`src/rtl/gate_sweep_ctrl.sv`:
```
// Self-test sequencer for the two-input logic-gate block: walks a/b through all
// four combinations, captures the 7-bit response per vector and checks it against golden values.
module gate_sweep_ctrl #(
  parameter int SETTLE = 1
) (
  input  logic        clk,
  input  logic        rst,
  input  logic        start,
  output logic        a_out,
  output logic        b_out,
  input  logic [6:0]  y_in,
  output logic        busy,
  output logic        done,
  output logic        pass,
  output logic [6:0]  err_vec,
  output logic        fail_seen,
  output logic [1:0]  fail_idx,
  output logic [27:0] table_out
);

  // start is a level request with no ready: it is accepted only on a cycle the
  // FSM is in IDLE; any level seen while busy is dropped, not queued.
  typedef enum logic [1:0] {
    S_IDLE   = 2'd0,
    S_SETTLE = 2'd1,
    S_SAMPLE = 2'd2,
    S_FINISH = 2'd3
  } state_t;

  localparam logic [3:0] SETTLE_CNT = 4'(SETTLE);

  state_t      state_q, state_d;
  logic [1:0]  k_q, k_d;
  logic [3:0]  cnt_q, cnt_d;
  logic        busy_q, busy_d;
  logic        done_q, done_d;
  logic        pass_q, pass_d;
  logic [6:0]  err_q, err_d;
  logic        fs_q, fs_d;
  logic [1:0]  fi_q, fi_d;
  logic [27:0] tbl_q, tbl_d;
  logic [6:0]  mism;

  function automatic logic [6:0] golden(input logic [1:0] k);
    case (k)
      2'd0:    golden = 7'h1D;
      2'd1:    golden = 7'h3A;
      2'd2:    golden = 7'h2A;
      default: golden = 7'h61;
    endcase
  endfunction

  always_ff @(posedge clk) begin
    if (rst) begin
      state_q <= S_IDLE;
      k_q     <= 2'd0;
      cnt_q   <= 4'd0;
      busy_q  <= 1'b0;
      done_q  <= 1'b0;
      pass_q  <= 1'b0;
      err_q   <= 7'd0;
      fs_q    <= 1'b0;
      fi_q    <= 2'd0;
      tbl_q   <= 28'd0;
    end else begin
      state_q <= state_d;
      k_q     <= k_d;
      cnt_q   <= cnt_d;
      busy_q  <= busy_d;
      done_q  <= done_d;
      pass_q  <= pass_d;
      err_q   <= err_d;
      fs_q    <= fs_d;
      fi_q    <= fi_d;
      tbl_q   <= tbl_d;
    end
  end

  always_comb begin
    state_d = state_q;
    k_d     = k_q;
    cnt_d   = cnt_q;
    pass_d  = pass_q;
    err_d   = err_q;
    fs_d    = fs_q;
    fi_d    = fi_q;
    tbl_d   = tbl_q;
    mism    = y_in ^ golden(k_q);
    case (state_q)
      S_IDLE: begin
        if (start) begin
          state_d = S_SETTLE;
          k_d     = 2'd0;
          cnt_d   = 4'd0;
          pass_d  = 1'b0;
          err_d   = 7'd0;
          fs_d    = 1'b0;
          fi_d    = 2'd0;
          tbl_d   = 28'd0;
        end
      end
      S_SETTLE: begin
        if (cnt_q == SETTLE_CNT) state_d = S_SAMPLE;
        else                     cnt_d   = cnt_q + 4'd1;
      end
      S_SAMPLE: begin
        case (k_q)
          2'd0:    tbl_d[6:0]   = y_in;
          2'd1:    tbl_d[13:7]  = y_in;
          2'd2:    tbl_d[20:14] = y_in;
          default: tbl_d[27:21] = y_in;
        endcase
        err_d = err_q | mism;
        if (mism != 7'd0 && !fs_q) begin
          fs_d = 1'b1;
          fi_d = k_q;
        end
        // pass is decided here so it is already valid in the FINISH cycle with done.
        if (k_q == 2'd3) begin
          state_d = S_FINISH;
          pass_d  = (err_d == 7'd0);
        end else begin
          state_d = S_SETTLE;
          k_d     = k_q + 2'd1;
          cnt_d   = 4'd0;
        end
      end
      default: state_d = S_IDLE;
    endcase
    busy_d = (state_d != S_IDLE);
    done_d = (state_d == S_FINISH);
  end

  assign a_out     = k_q[1];
  assign b_out     = k_q[0];
  assign busy      = busy_q;
  assign done      = done_q;
  assign pass      = pass_q;
  assign err_vec   = err_q;
  assign fail_seen = fs_q;
  assign fail_idx  = fi_q;
  assign table_out = tbl_q;

endmodule
```
`config.mk`:
```
export PLATFORM = sky130hd
export DESIGN_NAME = gate_sweep_ctrl
export DESIGN_NICKNAME = d
export VERILOG_FILES = /design/src/rtl/gate_sweep_ctrl.sv
export SDC_FILE = /design/constraint.sdc
export NUM_CORES = 1
export LEC_CHECK = 0
export BUFFER_PORTS_ARGS = -buffer_cell sky130_fd_sc_hd__buf_4
export CORE_ASPECT_RATIO = 1.2
export CORE_MARGIN = 3
export CORE_UTILIZATION = 55
export CTS_BUF_LIST = sky130_fd_sc_hd__clkbuf_2
export DETAILED_ROUTE_END_ITERATION = 12
export PLACE_DENSITY = 0.85
export SYNTH_ARGS = -nofsm -noshare
export SYNTH_HDL_FRONTEND = slang
export SYNTH_SLANG_ARGS = --single-unit
```
`constraint.sdc`:
```
create_clock -name clk -period 2.5 [get_ports clk]
set_input_delay 0.25 -clock clk [delete_from_list [all_inputs] [get_ports clk]]
set_output_delay 0.25 -clock clk [all_outputs]
set_load 0.01 [all_outputs]
```
# ---- Word level (Yosys, flattened, before mapping)
# Cells that the tools add are included.
dict set report word_totals {
  reg_bits 49
  input_bits 10
  output_inout_bits 43
  elab_cells 79
}
dict set report classes {
  n_addsub 2
  n_eq_ne 16
  muxes 27
  n_bitwise 2
  n_reduce_logical 19
}
# operator count
set ops {}
lappend ops {{case mux 28 bit (2 select lines)} 1}
lappend ops {{two-way mux 7 bit} 5}
lappend ops {{two-way mux 28 bit} 1}
lappend ops {{case mux 7 bit (3 select lines)} 1}
lappend ops {{AND reduction 3 bit} 7}
lappend ops {{case mux 7 bit (2 select lines)} 1}
lappend ops {{two-way mux 2 bit} 6}
lappend ops {{two-way mux 4 bit} 3}
lappend ops {{inequality test 2 bit, second input constant} 6}
lappend ops {{case mux 4 bit (3 select lines)} 1}
lappend ops {{== test 2 bit, second input constant} 4}
lappend ops {{case mux 2 bit (2 select lines)} 2}
lappend ops {{logical NOT 7 bit} 1}
lappend ops {{bitwise OR 7 bit} 1}
lappend ops {{nonzero test 7 bit} 1}
lappend ops {{XOR 7 bit} 1}
lappend ops {{inequality test 2 x 1 -> 1 bit, second input constant} 3}
lappend ops {{case mux 2 bit (3 select lines)} 1}
lappend ops {{adder 4 x 1 -> 4 bit, second input constant} 1}
lappend ops {{== test 2 x 1 -> 1 bit, second input constant} 2}
lappend ops {{== test 4 x 1 -> 1 bit, second input constant} 1}
lappend ops {{logical NOT 2 bit} 2}
lappend ops {{case mux 1 bit (2 select lines)} 2}
lappend ops {{AND reduction 4 bit} 1}
lappend ops {{8 further kinds} 11}

# ---- Logic depth before layout (Yosys ltp)
dict set report logic_depth {
  word_depth 7
  mapped_depth 7
  mapped_depth_nobuf 6
}

# ---- Worst setup path after synthesis
# OpenSTA, ideal clock, no wires.
dict set report synth_timing {
  path_kind {register to register}
  startpoint {register k_q[1]}
  endpoint {register fi_q[1] (netlist: fail_idx[1])}
  setup_ns 0.117
  arrival_time_ns 2.128
  required_ns 2.383
  path_slack_ns 0.255
  path_stages_with_launch 7
  path_buffers 0
  period_less_slack_ns 2.245
  cell_sequence {dfxtp_1 inv_1 ha_1 or3b_1 a222oi_1 a211oi_1 a22o_1}
}
dict set report synth_between {
  elab_chain_len 7
  elab_cells_between_ends 11
  classes_between {3 x eq/ne; 3 x mux; 1 x bitwise; 4 x reduce/logical}
}
# element line
set synth_rtl {}
lappend synth_rtl {{start, declared} 33} ;# logic [1:0] k_q, k_d;
lappend synth_rtl {{start signal, assigned} 67} ;# k_q <= k_d;
lappend synth_rtl {{== test 2 bit (tied with other cells)} 45} ;# case (k)
lappend synth_rtl {{case mux 7 bit (3 select lines)} 45}
lappend synth_rtl {{XOR 7 bit} 88} ;# mism = y_in ^ golden(k_q);
lappend synth_rtl {{nonzero test 7 bit} 114} ;# if (mism != 7'd0 && !fs_q) begin
lappend synth_rtl {{logical AND 1 bit} 114}
lappend synth_rtl {{inequality test 2 bit (no source line)} n/a}
lappend synth_rtl {{AND reduction 3 bit (no source line)} n/a}
lappend synth_rtl {{end signal, assigned} 74} ;# fi_q <= fi_d;
lappend synth_rtl {{end, declared} 40} ;# logic [1:0] fi_q, fi_d;
# Parallel ways exist; a longest one is shown, timed or not. The select of a mux whose other input is x is not followed.
# A chain may end at the register's enable or synchronous reset.

# ---- Final worst setup path
dict set report layout_timing {
  startpoint {register k_q[0]}
  endpoint {register fi_q[1] (netlist: fail_idx[1])}
}
dict set report layout_between {
  elab_chain_len 7
  elab_cells_between_ends 9
  classes_between {3 x eq/ne; 1 x mux; 1 x bitwise; 4 x reduce/logical}
}
# element line
set layout_rtl {}
lappend layout_rtl {{== test 2 bit (tied with other cells)} 45}
lappend layout_rtl {{case mux 7 bit (3 select lines) *} 45}
lappend layout_rtl {{XOR 7 bit *} 88}
lappend layout_rtl {{nonzero test 7 bit *} 114}
lappend layout_rtl {{logical AND 1 bit *} 114}
lappend layout_rtl {{inequality test 2 bit (no source line) *} n/a}
lappend layout_rtl {{AND reduction 3 bit (no source line) *} n/a}
# Mark *: on every way between the ends. The rest lies on a longest branch, timed or not.

==> results_dict.tcl <==
set metrics [dict create \
    ant_nets 0 \
    leakagePower_uw 0.001049 \
    final_cells 353 \
    start_util_pct 58.30 \
    rrSetupSlack_ns 0.16 \
    syn_to_final_growth_pct 22.02 \
    final_common_cell "buf_4" \
    coreArea_mm2 0.003724 \
    seq_area_frac_synth_pct 45.19 \
    numPlacedInstances 346 \
    fmax_mhz 427.8 \
    num_rows 24 \
    reg2regPathDepth 6 \
    synth_fp_nets 270 \
    num_vias 1972 \
    start_kind "register" \
    synth_seq_cells 49 \
    grt_antenna_before_repair 0 \
    synth-main-ff-cell "dfxtp_1" \
    diodes 0 \
    cts_sinks 49 \
    cts_hold_buf 0 \
    routed_wl_um 5114 \
    avgSynthCellArea_um2 8.614 \
    finalHoldViolCount 0 \
    cts_buffers 5 \
    ir_worst_vdd_uv 392.1 \
    power_uw 1350 \
    drc 0 \
    grt_use_total_pct 22.10 \
    r2r_start "k_q[0]" \
    netlist_instances 252 \
    multi_input_area_mm2 0.001100 \
    synth_area_leaders "dfxtp_1, a21oi_1, nand3_1, nand2_1, ha_1" \
    drt_iter0_markers 117 \
    grt_overflow_total 0 \
    grt_pass1_wl_um 8349 \
    path_max_fanout 5 \
    post_cts_buffers 0 \
    final_nets 319 \
    slew_violations 0 \
    root_buffer "clkbuf_2" \
    maxCapViolations 0 \
    dp_hpwl_um 3674 \
    regArea_um2 980.9 \
    final.setup.tns_ns 0 \
    cp.arrival_ns 2.66 \
    synth_top_area_share_pct 45.19 \
    grt_pass1_vias 1866 \
    io_buffer_count 52 \
    cts_buffer_depth 2 \
    cts_tree "built" \
    async_flop_share_pct 0 \
    die_y_um 74.82 \
    gp_congestion 0.8766 \
    hp-class "in -> reg" \
    period_share_pct 93.50 \
    tightest_slew_ns 0.6823 \
    layout_common_cells "buf_4, dfxtp_1, a21oi_1" \
    yosysWarnings 0 \
    crit_start "k_q[0]" \
    io_pins 53 \
    slew_headroom_pct 54.31 \
    fin_skew_ns 0.02954 \
    wl_per_cell_um 14.49 \
    worstReg2RegEnd "fail_idx[1]" \
    vias_per_cell 5.586 \
    grt_max_degree 48 \
    dieWidth_um 63.35 \
    clk_pin_slew_ns 0.24 \
    firstDrtPassIters 4 \
    fillers 332 \
    rsz0062_at_grt "no" \
    cp-endpoint "fail_idx[1]" \
    worst_setup_path_end_kind "register" \
    timing.hold.worst.start "y_in[4]" \
    crit_type "reg -> reg" \
    synth_area_leader_cell "dfxtp_1" \
    outcome "completed" \
    synth-edff-count 0 \
    drive_gt1_share_pct 23.92 \
    die-area_mm2 0.004740 \
    worstSkewPairLatency_ns 0.42 \
    setup_viol 0 \
    power_density_mw_per_mm2 509.8 \
    syn_area_mm2 0.002171 \
    h-tree-depth 2 \
    cts-resized-gates 0 \
    yosysUniqueCellTypes 43 \
    period_minus_slack_ns 2.337 \
    worstPathRequired_ns 2.82 \
]
[power breakdown]
part           leakage (uW)  switching [uW]  internal, uW
registers          0.000395            10.4           793
logic              0.000615            93.1          49.3
clock network     0.0000388             242           162
[cell type report]
type / count / share of cell area, %
multi-input cells: 184 / 41.52
flip-flops and latches: 49 / 37.03
repair buffers: 57 / 16.15
well taps: 52 / 2.456
clock inverters: 2 / 1.323
clock buffers: 5 / 0.9447
inverters: 4 / 0.5668
[metal layers]
| metal | up-vias | GRT usage, % | wire (um) | part of all wire, % |
|---|---|---|---|---|
| met4 | 0 | 9.353 | 62 | 1.2 |
| met5 | - | 0 | 0 | 0 |
| met2 | 64 | 39.56 | 2585 | 51 |
| li1 | 989 | - | - | - |
| met1 | 913 | 25.94 | 2172 | 42 |
| met3 | 6 | 4.627 | 294 | 5.7 |
[cell usage after synthesis, types with 2 or more instances]
cell	n
xnor2_1	3
a21o_1	4
or3b_1	2
or4_1	2
nand3_1	29
nand2b_1	5
nor2_1	10
a21oi_1	41
a22o_1	2
buf_2	4
nand3b_1	4
a22oi_1	8
or3_1	2
o31ai_1	2
nor3b_1	3
o21ai_0	3
clkbuf_1	8
o21bai_1	2
a211oi_1	2
xor2_1	4
inv_1	4
dfxtp_1	49
or2_2	2
nand2_1	31
ha_1	8
[flip-flops by register name (all words and copies together) (netlist names)]
register	flops
busy	1
cnt_q	4
done	1
err_vec	7
fail_idx	2
fail_seen	1
k_q	2
pass	1
state_q	2
table_out	28
[logic make-up after synthesis]
group                    count (synthesis)  synth area share [%]
adder cells (fa/ha/maj)                  8                 4.611
buffers and inverters                   19                 4.265
flip-flops                              49                 45.19
AO/OA/AOI/OAI                           70                 19.48
XOR/XNOR                                 7                 2.824
multiplexers                             1                0.5187
AND/OR/NAND/NOR                         98                 23.11
[metrics by stage]
step	hold slack, ns	worst slack [ns]	util, %	area (um2)
2_1_floorplan	0.4019	0.2547	-	2171
3_3_place_gp	0.4398	0.3236	69.52	2589
3_5_place_dp	0.4461	0.2448	69.52	2589
4_1_cts	0.09962	0.1965	71.14	2649
5_1_grt	0.08346	0.09552	71.14	2649
6_report	0.09752	0.1625	71.14	2649
[worst max-delay path: stages (launching register included)]
cell and delay [ns]:
dfxtp_1 0.38, inv_1 0.09, ha_1 0.37, or3b_1 0.40, a222oi_1 0.56, a211oi_1 0.19
a22o_1 0.25
[how the worst min path moves through the flow]
stage / end / slack (ns) / cells after the start
after global routing: table_out[13] / 0.08 / 3
final: table_out[18] / 0.1 / 3
after global placement: table_out[11] / 0.44 / 2
after detailed placement: table_out[9] / 0.45 / 2
after CTS: table_out[18] / 0.1 / 3
after floorplan: table_out[0] / 0.40 / 2
(Power assumes the default switching activity.)
